### src/rtl/alu_mc.sv
// Multi-cycle ALU for the PIC16-style datapath: single-cycle logic/arith ops plus
// iterative unsigned shift-add multiply and restoring divide, with registered results.
module alu_mc #(
  parameter int WIDTH = 8
) (
  input  logic             clk,
  input  logic             rst,
  input  logic             start,
  input  logic [3:0]       op,
  input  logic [WIDTH-1:0] op_w,
  input  logic [WIDTH-1:0] op_lf,
  input  logic             carry_in,
  input  logic             alu_d,
  input  logic             alu_d_wr_en,
  input  logic             alu_status_wr_en,
  output logic             busy,
  output logic             done,
  output logic [WIDTH-1:0] alu_out,
  output logic [WIDTH-1:0] alu_out_hi,
  output logic             alu_out_w_wr_en,
  output logic             alu_out_f_wr_en,
  output logic             alu_out_z,
  output logic             alu_out_dc,
  output logic             alu_out_c,
  output logic             alu_out_z_wr_en,
  output logic             alu_out_dc_wr_en,
  output logic             alu_out_c_wr_en
);

  localparam int HALF = WIDTH / 2;
  localparam int CW   = $clog2(WIDTH + 1);

  typedef enum logic [1:0] {S_IDLE, S_ITER, S_DONE} state_t;
  typedef enum logic [3:0] {
    OP_ADD, OP_AND, OP_CLR, OP_COM, OP_DEC, OP_INC, OP_OR, OP_PASSLF,
    OP_PASSW, OP_RLF, OP_RRF, OP_SUB, OP_SWAPF, OP_XOR, OP_MUL, OP_DIV
  } op_t;

  state_t           r_state, w_state_nxt;
  op_t              w_op;
  logic             w_is_multi, w_accept;
  logic [CW-1:0]    r_cnt;
  logic             r_is_div;
  logic [WIDTH:0]   r_hi;
  logic [WIDTH-1:0] r_lo, r_opnd;
  logic             r_d, r_d_wr_en, r_st_wr_en;
  logic [2:0]       r_fmask;  // {z, dc, c}
  logic [WIDTH-1:0] r_out, r_out_hi;
  logic             r_z, r_dc, r_c;

  logic [WIDTH-1:0] w_res;
  logic [WIDTH:0]   w_sum;
  logic [4:0]       w_nib;
  logic             w_c, w_dc, w_z;
  logic [2:0]       w_mask;

  logic [WIDTH:0]   w_madd, w_rsh, w_hi_nxt;
  logic [WIDTH-1:0] w_lo_nxt;
  logic             w_ge;

  assign w_op       = op_t'(op);
  assign w_is_multi = (w_op == OP_MUL) || (w_op == OP_DIV);
  assign w_accept   = (r_state == S_IDLE) && start;

  // Single-cycle result, evaluated straight from the inputs at the accepting edge.
  // NOTE: every always_comb output gets a default first so no latch is inferred.
  always_comb begin
    w_res  = '0;
    w_c    = 1'b0;
    w_dc   = 1'b0;
    w_mask = 3'b000;
    w_sum  = {1'b0, op_w} + {1'b0, op_lf};
    w_nib  = {1'b0, op_w[3:0]} + {1'b0, op_lf[3:0]};
    case (w_op)
      OP_ADD:    begin w_res = w_sum[WIDTH-1:0]; w_c = w_sum[WIDTH]; w_dc = w_nib[4]; w_mask = 3'b111; end
      OP_AND:    begin w_res = op_w & op_lf;          w_mask = 3'b100; end
      OP_CLR:    begin w_res = '0;                    w_mask = 3'b100; end
      OP_COM:    begin w_res = ~op_lf;                w_mask = 3'b100; end
      OP_DEC:    begin w_res = op_lf - WIDTH'(1);     w_mask = 3'b100; end
      OP_INC:    begin w_res = op_lf + WIDTH'(1);     w_mask = 3'b100; end
      OP_OR:     begin w_res = op_w | op_lf;          w_mask = 3'b100; end
      OP_PASSLF: begin w_res = op_lf;                 w_mask = 3'b100; end
      OP_PASSW:  begin w_res = op_w;                  w_mask = 3'b100; end
      OP_RLF:    begin w_res = {op_lf[WIDTH-2:0], carry_in}; w_c = op_lf[WIDTH-1]; w_mask = 3'b001; end
      OP_RRF:    begin w_res = {carry_in, op_lf[WIDTH-1:1]}; w_c = op_lf[0];       w_mask = 3'b001; end
      OP_SUB:    begin
        w_res  = op_lf - op_w;
        w_c    = (op_lf >= op_w);
        w_dc   = (op_lf[3:0] >= op_w[3:0]);
        w_mask = 3'b111;
      end
      OP_SWAPF:  w_res = {op_lf[HALF-1:0], op_lf[WIDTH-1:HALF]};
      OP_XOR:    begin w_res = op_w ^ op_lf;          w_mask = 3'b100; end
      OP_MUL, OP_DIV: w_mask = 3'b101;
      default:   w_mask = 3'b000;
    endcase
  end
  assign w_z = (w_res == '0);

  // One iteration step: shift-add for mul, restoring shift-subtract for div.
  always_comb begin
    w_madd   = r_lo[0] ? (r_hi + {1'b0, r_opnd}) : r_hi;
    w_rsh    = {r_hi[WIDTH-1:0], r_lo[WIDTH-1]};
    w_ge     = (w_rsh >= {1'b0, r_opnd});
    w_hi_nxt = {1'b0, w_madd[WIDTH:1]};
    w_lo_nxt = {w_madd[0], r_lo[WIDTH-1:1]};
    if (r_is_div) begin
      w_hi_nxt = w_ge ? (w_rsh - {1'b0, r_opnd}) : w_rsh;
      w_lo_nxt = {r_lo[WIDTH-2:0], w_ge};
    end
  end

  // NOTE: sequential state uses non-blocking assignments so all registers update together.
  always_ff @(posedge clk or posedge rst) begin
    if (rst) r_state <= S_IDLE;
    else     r_state <= w_state_nxt;
  end

  always_comb begin
    w_state_nxt = r_state;
    case (r_state)
      S_IDLE:  if (start) w_state_nxt = w_is_multi ? S_ITER : S_DONE;
      S_ITER:  if (r_cnt == CW'(1)) w_state_nxt = S_DONE;
      S_DONE:  w_state_nxt = S_IDLE;
      default: w_state_nxt = S_IDLE;
    endcase
  end

  always_ff @(posedge clk or posedge rst) begin
    if (rst) begin
      r_cnt <= '0;  r_is_div <= 1'b0;
      r_hi  <= '0;  r_lo <= '0;  r_opnd <= '0;
      r_d   <= 1'b0; r_d_wr_en <= 1'b0; r_st_wr_en <= 1'b0; r_fmask <= '0;
      r_out <= '0;  r_out_hi <= '0;
      r_z   <= 1'b0; r_dc <= 1'b0; r_c <= 1'b0;
    end else if (w_accept) begin
      r_d        <= alu_d;
      r_d_wr_en  <= alu_d_wr_en;
      r_st_wr_en <= alu_status_wr_en;
      r_fmask    <= w_mask;
      r_is_div   <= (w_op == OP_DIV);
      r_cnt      <= CW'(WIDTH);
      r_hi       <= '0;
      r_lo       <= op_lf;
      r_opnd     <= op_w;
      if (!w_is_multi) begin
        r_out    <= w_res;
        r_out_hi <= '0;
        r_z      <= w_z;
        r_dc     <= w_dc;
        r_c      <= w_c;
      end
    end else if (r_state == S_ITER) begin
      r_cnt <= r_cnt - CW'(1);
      r_hi  <= w_hi_nxt;
      r_lo  <= w_lo_nxt;
      if (r_cnt == CW'(1)) begin
        r_out    <= w_lo_nxt;
        r_out_hi <= w_hi_nxt[WIDTH-1:0];
        r_dc     <= 1'b0;
        if (r_is_div) begin
          // A zero divisor naturally yields all-ones quotient and remainder = dividend.
          r_z <= (w_lo_nxt == '0);
          r_c <= (r_opnd != '0);
        end else begin
          r_z <= (w_hi_nxt == '0) && (w_lo_nxt == '0);
          r_c <= (w_hi_nxt != '0);
        end
      end
    end
  end

  always_comb begin
    busy             = (r_state == S_ITER);
    done             = (r_state == S_DONE);
    alu_out_w_wr_en  = done & r_d_wr_en & ~r_d;
    alu_out_f_wr_en  = done & r_d_wr_en &  r_d;
    alu_out_z_wr_en  = done & r_st_wr_en & r_fmask[2];
    alu_out_dc_wr_en = done & r_st_wr_en & r_fmask[1];
    alu_out_c_wr_en  = done & r_st_wr_en & r_fmask[0];
  end

  assign alu_out    = r_out;
  assign alu_out_hi = r_out_hi;
  assign alu_out_z  = r_z;
  assign alu_out_dc = r_dc;
  assign alu_out_c  = r_c;

endmodule

### config.mk
export PLATFORM = sky130hd
export DESIGN_NAME = alu_mc
export DESIGN_NICKNAME = d
export VERILOG_FILES = /design/src/rtl/alu_mc.sv
export SDC_FILE = /design/constraint.sdc
export NUM_CORES = 1
export LEC_CHECK = 0
export ABC_AREA = 0
export ABC_CLOCK_PERIOD_IN_PS = 3600
export BUFFER_PORTS_ARGS = -buffer_cell sky130_fd_sc_hd__clkbuf_2
export CORE_MARGIN = 2
export CORE_UTILIZATION = 48
export DETAILED_ROUTE_END_ITERATION = 10
export GPL_TIMING_DRIVEN = 1
export PLACE_DENSITY = 0.76
export SLEW_MARGIN = 20
export SYNTH_ARGS = -nofsm -noshare
export SYNTH_HDL_FRONTEND = slang
export SYNTH_SLANG_ARGS = --single-unit
### constraint.sdc
create_clock -name clk -period 3.6 [get_ports clk]
set_input_delay 0.18 -clock clk [delete_from_list [all_inputs] [get_ports clk]]
set_output_delay 0.18 -clock clk [all_outputs]
set_load 0.005 [all_outputs]
Yosys cells after proc, flatten, opt, wreduce, memory -nomap -nowiden
Cells that the tools add are included.
{"block": "word_totals", "ff_bits": 57, "in_bits": 27, "output_inout_bits": 26, "wordCells": 117}
{"block": "op_classes", "addsub": 8, "order_cmp": 3, "n_eq_ne": 21, "muxes": 40, "n_bitwise": 12, "reduce_logical": 18}
{"op": "8-bit one-hot mux with 13 select lines", "n": 1}
{"op": "8-bit 2-to-1 mux", "n": 11}
{"op": "9-bit 2-to-1 mux", "n": 5}
{"op": "4-bit == test (second input constant)", "n": 8}
{"op": "4-bit by 3-bit == test with 1-bit output (second input constant)", "n": 4}
{"op": "8-bit zero test", "n": 2}
{"op": "1-bit 2-to-1 mux", "n": 14}
{"op": "3-bit one-hot mux with 4 select lines", "n": 1}
{"op": "8-bit by 8-bit adder with 9-bit output", "n": 1}
{"op": "9-bit by 8-bit adder with 9-bit output", "n": 1}
{"op": "9-bit by 8-bit >= comparator with 1-bit output", "n": 1}
{"op": "9-bit zero test", "n": 1}
{"op": "9-bit nonzero test", "n": 1}
{"op": "9-bit OR reduction", "n": 1}
{"op": "9-bit by 8-bit subtractor with 9-bit output", "n": 1}
{"op": "8-bit by 1-bit adder with 8-bit output (second input constant)", "n": 1}
{"op": "8-bit AND", "n": 1}
{"op": "4-bit by 1-bit == test with 1-bit output (second input constant)", "n": 2}
{"op": "4-bit by 2-bit == test with 1-bit output (second input constant)", "n": 2}
{"op": "8-bit >= comparator", "n": 1}
{"op": "4-bit 2-to-1 mux", "n": 2}
{"op": "8-bit inverter", "n": 1}
{"op": "8-bit OR", "n": 1}
{"op": "8-bit nonzero test", "n": 1}
{"op": "other kinds (24)", "n": 37}

Longest topological paths before layout
Gate-level depths: netlist of the first run.
{"block": "logic_depth", "ltp_word": 9, "depth_mapped": 13, "depth_no_buf": 12}

Least setup slack after synthesis of the first run
OpenSTA, ideal clock, no wires.
{"block": "synth_path", "path_type": "input to register", "from": "input port op_lf[0]", "to": "register r_z, in the netlist alu_out_z", "setup_ns": 0.065, "arrival_ns": 2.635, "required_ns": 3.535, "setup_slack_ns": 0.900, "stages": 13, "n_path_buf": 1, "path_cell_list": "clkbuf_1 inv_1 ha_1 inv_1 fa_1 nor3b_1 nor3_1 o31ai_1 xnor2_1 a211o_1 a211oi_1 and4_1 a211o_1"}
{"block": "synth_between", "elab_chain_len": 5, "elab_cells_between_ends": 12, "classes_between": "add/sub: 4; mux: 3; bitwise: 4; reduce/logical: 1"}
{"item": "start: declaration", "line_no": "11", "source": "input logic [WIDTH-1:0] op_lf,"}
{"item": "8-bit subtractor, or another cell as far along", "line_no": "87", "source": "w_res = op_lf - op_w;"}
{"item": "8-bit one-hot mux with 13 select lines *", "line_no": "74", "source": "case (w_op)"}
{"item": "8-bit zero test *", "line_no": "98", "source": "assign w_z = (w_res == '0);"}
{"item": "1-bit 2-to-1 mux *", "line_no": "146", "source": "if (!w_is_multi) begin"}
{"item": "1-bit 2-to-1 mux *", "line_no": "136", "source": "end else if (w_accept) begin"}
{"item": "end signal: assignment", "line_no": "149", "source": "r_z <= w_z;"}
{"item": "end signal: assignment", "line_no": "163", "source": "r_z <= (w_lo_nxt == '0);"}
{"item": "end signal: assignment", "line_no": "166", "source": "r_z <= (w_hi_nxt == '0) && (w_lo_nxt == '0);"}
{"item": "end: declaration", "line_no": "49", "source": "logic r_z, r_dc, r_c;"}
Mark *: on every way between the ends. The rest lies on a longest branch, timed or not. The select of a mux whose other input is x is not followed.
A chain may end at the register's enable or synchronous reset.

Worst setup path after layout of the first run
{"block": "layout_path", "from": "register r_cnt[1]", "to": "register r_z, in the netlist alu_out_z"}
{"block": "layout_between", "elab_chain_len": 3}
{"item": "start: declaration", "line_no": "42", "source": "logic [CW-1:0] r_cnt;"}
{"item": "start signal: assignment", "line_no": "142", "source": "r_cnt <= CW'(WIDTH);"}
{"item": "start signal: assignment", "line_no": "154", "source": "r_cnt <= r_cnt - CW'(1);"}
{"item": "4-bit by 1-bit == test with 1-bit output", "line_no": "157", "source": "if (r_cnt == CW'(1)) begin"}
{"item": "2-bit nonzero test (no line)"}
{"item": "3-bit AND reduction (no line)"}
Every way passes these cells.

==> results of run 1 <==
-- state kept, by name, summed over array words and instances, names as in the netlist, 2 cells and up --
signal,count
alu_out_hi,8
r_state,2
r_hi,9
alu_out,8
r_lo,8
r_opnd,8
r_fmask,3
r_cnt,4
-- worst min-delay path by stage --
stage / from / endpoint / slack [ns] / cells after the start
floorplan: alu_d / r_d / 0.29 / 2
global placement: rst / r_cnt[0] / 0.20 / 2
detailed placement: rst / r_cnt[1] / 0.21 / 2
CTS: alu_d / r_d / 0.04 / 3
global route: alu_status_wr_en / r_st_wr_en / 0.06 / 3
finish: alu_d / r_d / 0.05 / 3
-- final cells by class --
| type | count | share of cell area, % |
|---|---|---|
| multi-input combinational | 539 | 59.9 |
| inverter | 49 | 2.96 |
| clock buffer | 14 | 4.25 |
| tap | 143 | 2.88 |
| clock inverter | 2 | 0.967 |
| sequential | 57 | 23.0 |
| timing repair buffer | 67 | 6.04 |
-- metal layers --
metal	vias up	wire (um)	share of wire [%]	track usage [%]
met3	44	1580	8.8	6.10
met2	304	8090	45	45.0
met4	0	509	2.8	10.0
met1	2695	7860	44	40.6
met5	-	0	0	0
li1	2603	-	-	-
-- cell usage in the layout (no fill, tap or decap), types with 16 or more instances in the layout --
cell type   n
xnor2_1    17
nor2_1     43
nand2_1    75
dfrtp_1    57
a211oi_1   16
nor2b_1    17
inv_1      48
o21ai_0    61
nand3_1    27
ha_1       52
a21oi_1    20
clkbuf_2   52
-- critical path: cells and delay by family, from the launching register on --
kind	cells	cell delay, ns
compound gates	1	0.11
flops	1	0.40
buf+inv	1	0.10
fa+ha+maj	1	0.15
simple gates	6	2.27
-- cells in the mapped netlist, drive strengths merged, types with 8 or more instances --
cell type	instances	area, sq um
ha	52	651
nor2b	17	106
o21ai	62	310
a211oi	16	120
clkbuf	19	71.3
nor3	14	70.1
nor2	44	168
inv	49	184
nand3	27	135
xnor2	17	149
nand2b	9	56.3
nor4	9	62.6
o221ai	8	70.1
and3	9	56.3
nand2	75	282
a21oi	20	100
a31oi	11	75.1
mux2i	12	120
dfrtp	57	1430
buf	22	145
-- cell families (layout without fill, tap and decap cells) --
logic type / after synthesis / after routing
xor+xnor: 22 / 22
mux: 15 / 15
buf+inv: 90 / 132
simple gates: 228 / 228
flops: 57 / 57
compound gates: 217 / 217
fa+ha+maj: 57 / 57
-- power by group through the flow --
stage / Sequential (mW) / Clock, mW / Combinational [mW]
floorplan: 0.952 / 0 / 1.25
global placement: 1.02 / 0 / 1.65
detailed placement: 1.03 / 0 / 1.69
CTS: 1.02 / 0.934 / 1.70
global route: 1.05 / 0.963 / 1.92
finish: 1.03 / 0.924 / 1.74
-- stage by stage --
stage	area (sq um)	std cells
6_report	6210	871
3_3_place_gp	5880	854
3_5_place_dp	5880	854
4_1_cts	6210	871
5_1_grt	6210	871
2_1_floorplan	5550	686
-- repair_timing --
| action | 4_1_cts | 5_1_grt |
|---|---|---|
| endpoints found under the hold margin | 23 | 0 |
| hold buffers | 1 | 0 |
| setup buffers | 0 | 0 |
==> impl_metrics.tcl, run 1 <==
set metrics [dict create \
    dp_hpwl_um 13800 \
    worst_slew_pin_slew_ns 0.816 \
    finalCriticalPeriod_ns 3.09 \
    p_sw_share_pct 41.5 \
    setup_tns_ns 0 \
    p_leak_nw 2.85 \
    tritoncts "built" \
    clock_skew_ns 0.00747 \
    wl_um 18000 \
    crit_end "alu_out_z" \
    worstPathRequired_ns 3.86 \
    syn_avg_cell_area_sq_um 8.09 \
    register_area_sq_um 1430 \
    n_fill_cell 1063 \
    routedWlPerCell_um 20.7 \
    rows 39 \
    max-cap-violations 0 \
    final_core_util_pct 54.6 \
    gp_congestion 0.953 \
    worst_hold_slack_ns 0.0468 \
    via_per_inst 6.48 \
    fin_nets 807 \
    synth.area.mux_share_pct 2.77 \
    seq_area_frac_synth_pct 25.7 \
    drc 0 \
    cpPeakStageDelay_ns 0.61 \
    setup_viol 0 \
    grt_usage_pct 29.1 \
    n_antenna_cell 0 \
    maxSlewHeadroom_pct 45.6 \
    postCtsResizedCells 0 \
    first_global_vias 5309 \
    synthXorXnorAreaFrac_pct 3.47 \
    dieArea_sq_um 12400 \
    p_sw_mw 1.53 \
    portBuffers 52 \
    max_freq_ghz 0.323 \
    pwr-share-comb_pct 47.0 \
    critPathSlowestCell "or4_1" \
    cp-start-kind "flop" \
    outcome "completed" \
    yosys.area_share.adder_pct 13.5 \
    grt_setup_unrepaired "false" \
    clockBufferDepth 2 \
    synth_top_family_by_area "compound AO/OA/AOI/OAI gates" \
    grt_pass1_wl_um 28900 \
    worstSetupPathType "flop to flop" \
    synthSimpleGateAreaFrac_pct 20.2 \
    ys.flop_type "dfrtp_1" \
    ys_types 71 \
    synth-compound-area-share_pct 27.1 \
    dieHeight_um 112 \
    cts_buffers 9 \
    post-place-ws_ns 0.407 \
    cp_max_fo 22 \
    syn2layout_area_growth_pct 11.9 \
    multi_input_area_sq_um 3720 \
    min_path_type "input port to flop" \
    firstDrtPassIters 6 \
    clkLatencyLatePin_ns 0.33 \
    synth_warnings 0 \
    fin_crit_sh_pct 86.0 \
    synthesis.area_sq_um 5550 \
    cts_sinks 57 \
    initial_core_util_pct 48.8 \
    ys_ff_latch 57 \
    p_int_mw 2.16 \
    cts_max_level 3 \
    worstSetupEndpointType "flop" \
    clkPwrFrac_pct 25.0 \
    clkSlewWorstSetupHoldPaths_ns 0.05 \
    core_area_sq_um 11400 \
    ant_nets 0 \
    drive_above_1_share_pct 12.4 \
    peakVddDrop_mv 0.435 \
    die_w_um 112 \
    vias 5646 \
    synth-edff-count 0 \
    r2r_start "r_cnt[1]" \
    clock-root-buffer "clkbuf_16" \
    netlist_instances 686 \
    startpoint "r_cnt[1]" \
    drt-initial-drc-count 660 \
    grt_start_max_net_pins 45 \
    rrSetupSlack_ns 0.51 \
    worst_slack_ns 0.505 \
    grt.overflow.total 0 \
    syn_nets 770 \
    antenna_found_initial 0 \
    total_power_mw 3.69 \
    slew_viol_final 0 \
    io_pins 53 \
    synth_async_sr_flop_share_pct 100 \
    worstReg2RegEnd "alu_out_z" \
    hold_viol_final 0 \
    cp_cell_sequence "inv_1, ha_1, nor3b_1, nand2_1, and2_1, or4_1, nor3_1, and4_1, a211o_1" \
    p_per_area_nw_per_um2 595 \
    seqPwrFrac_pct 28.0 \
    r2r_cells 9 \
    crit_arrival_ns 3.36 \
]
No activity file was read; power rests on OpenSTA's default activity.
==> inputs of run 2 (changes only) <==
--- a/config.mk
+++ b/config.mk
@@ -12,6 +12,7 @@
 export CORE_UTILIZATION = 48
 export DETAILED_ROUTE_END_ITERATION = 10
 export GPL_TIMING_DRIVEN = 1
+export HOLD_SLACK_MARGIN = 0.1
 export PLACE_DENSITY = 0.76
 export SLEW_MARGIN = 20
 export SYNTH_ARGS = -nofsm -noshare
==> run 2 against run 1 <==
Flip-flop and latch count unchanged. Total power about the same. Fmax increased by 0.34%. Highest routed layer unchanged. Via count increased by 0.11%. Count of clock-buffer cells in the layout unchanged. Clock power about the same. Sequential power about the same. Register-to-register slack about the same. Worst hold slack improved by 0.079 ns. Critical path depth unchanged. Routed wire length increased by 0.27%.
==> impl_metrics.tcl, run 2 (synthesis results as in run 1) <==
set metrics [dict create \
    routedWlPerCell_um 20.7 \
    io_pins 53 \
    route.met2.wl_um 8100 \
    worstSetupEndpointType "flop" \
    cp_max_fo 22 \
    grt_start_max_net_pins 45 \
    top_register "r_hi" \
    n_fill_cell 1059 \
    first_global_vias 5319 \
    cts_buffers 9 \
    via_per_inst 6.47 \
    largest_reg_flops 9 \
    crit_arrival_ns 3.35 \
    finalCriticalPeriod_ns 3.08 \
    drc 0 \
    max_freq_ghz 0.324 \
    clock_skew_ns 0.00749 \
    setup_tns_ns 0 \
    rows 39 \
    maxSlewHeadroom_pct 46.3 \
    dr_wl_met3_um 1670 \
    drive_above_1_share_pct 12.3 \
    p_per_area_nw_per_um2 592 \
    hold_viol_final 0 \
    dieArea_sq_um 12400 \
    grt_pass1_wl_um 29000 \
    mostFrequentLayoutCell "nand2_1" \
    grt_setup_unrepaired "false" \
    grt_usage_pct 29.1 \
    dieHeight_um 112 \
    core_area_sq_um 11400 \
    drt-initial-drc-count 618 \
    register_area_sq_um 1430 \
    worst_slack_ns 0.516 \
    clkPwrFrac_pct 25.0 \
    vias 5652 \
    max-cap-violations 0 \
    tritoncts "built" \
    postPlaceCellArea_sq_um 5880 \
    clkSlewWorstSetupHoldPaths_ns 0.05 \
    highest_layer "met4" \
    slew_viol_final 0 \
    post-place-ws_ns 0.407 \
    cp-start-kind "flop" \
    clkLatencyLatePin_ns 0.33 \
    syn2layout_area_growth_pct 12.5 \
    outcome "completed" \
    grt.overflow.total 0 \
    p_int_mw 2.16 \
    met1_length_um 7850 \
    cts_max_level 3 \
    final_area_sq_um 6240 \
    wl_um 18100 \
    fin_nets 810 \
    multi_input_area_sq_um 3720 \
    antenna_found_initial 0 \
    dp_hpwl_um 13800 \
    setup_viol 0 \
    worstSetupPathType "flop to flop" \
    worstPathRequired_ns 3.86 \
    postCtsResizedCells 0 \
    p_sw_mw 1.53 \
    initial_core_util_pct 48.8 \
    fin_crit_sh_pct 85.7 \
    p_leak_nw 2.86 \
    hold_buffers 4 \
    portBuffers 52 \
    seqPwrFrac_pct 28.0 \
    peakVddDrop_mv 0.435 \
    p_sw_share_pct 41.5 \
    n_antenna_cell 0 \
    cts_sinks 57 \
    firstDrtPassIters 6 \
    postCtsSetupRepairBufs 0 \
    final_cell_mix "75 x nand2_1, 61 x o21ai_0, 57 x dfrtp_1" \
    ant_nets 0 \
    pwr-share-comb_pct 47.1 \
    gp_congestion 0.953 \
    worst_slew_pin_slew_ns 0.805 \
    die_w_um 112 \
    clockBufferDepth 2 \
    min_path_type "input port to flop" \
    clock-root-buffer "clkbuf_16" \
]
==> run 2: area by class of cell <==
| cell class | count | area share (%) |
|---|---|---|
| multi-input combinational | 539 | 59.6 |
| sequential | 57 | 22.9 |
| timing repair buffer | 70 | 6.50 |
| clock buffer | 14 | 4.23 |
| inverter | 49 | 2.95 |
| tap | 143 | 2.87 |
| clock inverter | 2 | 0.962 |
==> run 2: per-stage QoR <==
| stage | total power [mW] | instances | hold slack, ns | util, % |
|---|---|---|---|---|
| final | 3.70 | 874 | 0.126 | 54.9 |
| after CTS | 3.66 | 874 | 0.128 | 54.9 |
| after global routing | 3.94 | 874 | 0.177 | 54.9 |
| after detailed placement | 2.72 | 854 | 0.212 | 51.7 |
| after floorplan | 2.20 | 686 | 0.285 | - |
| after global placement | 2.67 | 854 | 0.203 | 51.7 |
==> run 2: final timing paths <==
check                                   start            end  slack [ns]  depth (start not counted)
worst max-delay path                 r_cnt[1]      alu_out_z        0.52                          9
worst max register to register       r_cnt[1]      alu_out_z        0.52                          9
worst min register to register  alu_out_hi[7]  alu_out_hi[7]        0.48                          2
worst min-delay path                  op_w[4]      r_opnd[4]        0.13                          3
min in group asynchronous                 rst       r_cnt[1]        0.40                          3
max in group asynchronous                 rst      r_d_wr_en        2.36                          4
==> run 2: per-layer routing <==
metal,up-vias,global-route usage [%]
met2,298,45.0
met3,38,6.10
met5,-,0
met4,0,10.0
li1,2608,-
met1,2708,40.7
==> run 2: power by group through the flow <==
stage / sequential [mW] / combinational [mW] / clock [mW]
after floorplan: 0.952 / 1.25 / 0
after global placement: 1.02 / 1.65 / 0
after detailed placement: 1.03 / 1.69 / 0
after global routing: 1.05 / 1.93 / 0.963
after CTS: 1.02 / 1.71 / 0.934
final: 1.03 / 1.74 / 0.922
==> run 2: worst max-delay path, stage by stage, from the launching register on <==
cell and delay [ns]:
dfrtp_1 0.40, inv_1 0.10, ha_1 0.15, nor3b_1 0.34, nand2_1 0.39, and2_1 0.54, or4_1 0.61, nor3_1 0.16
and4_1 0.23, a211o_1 0.10
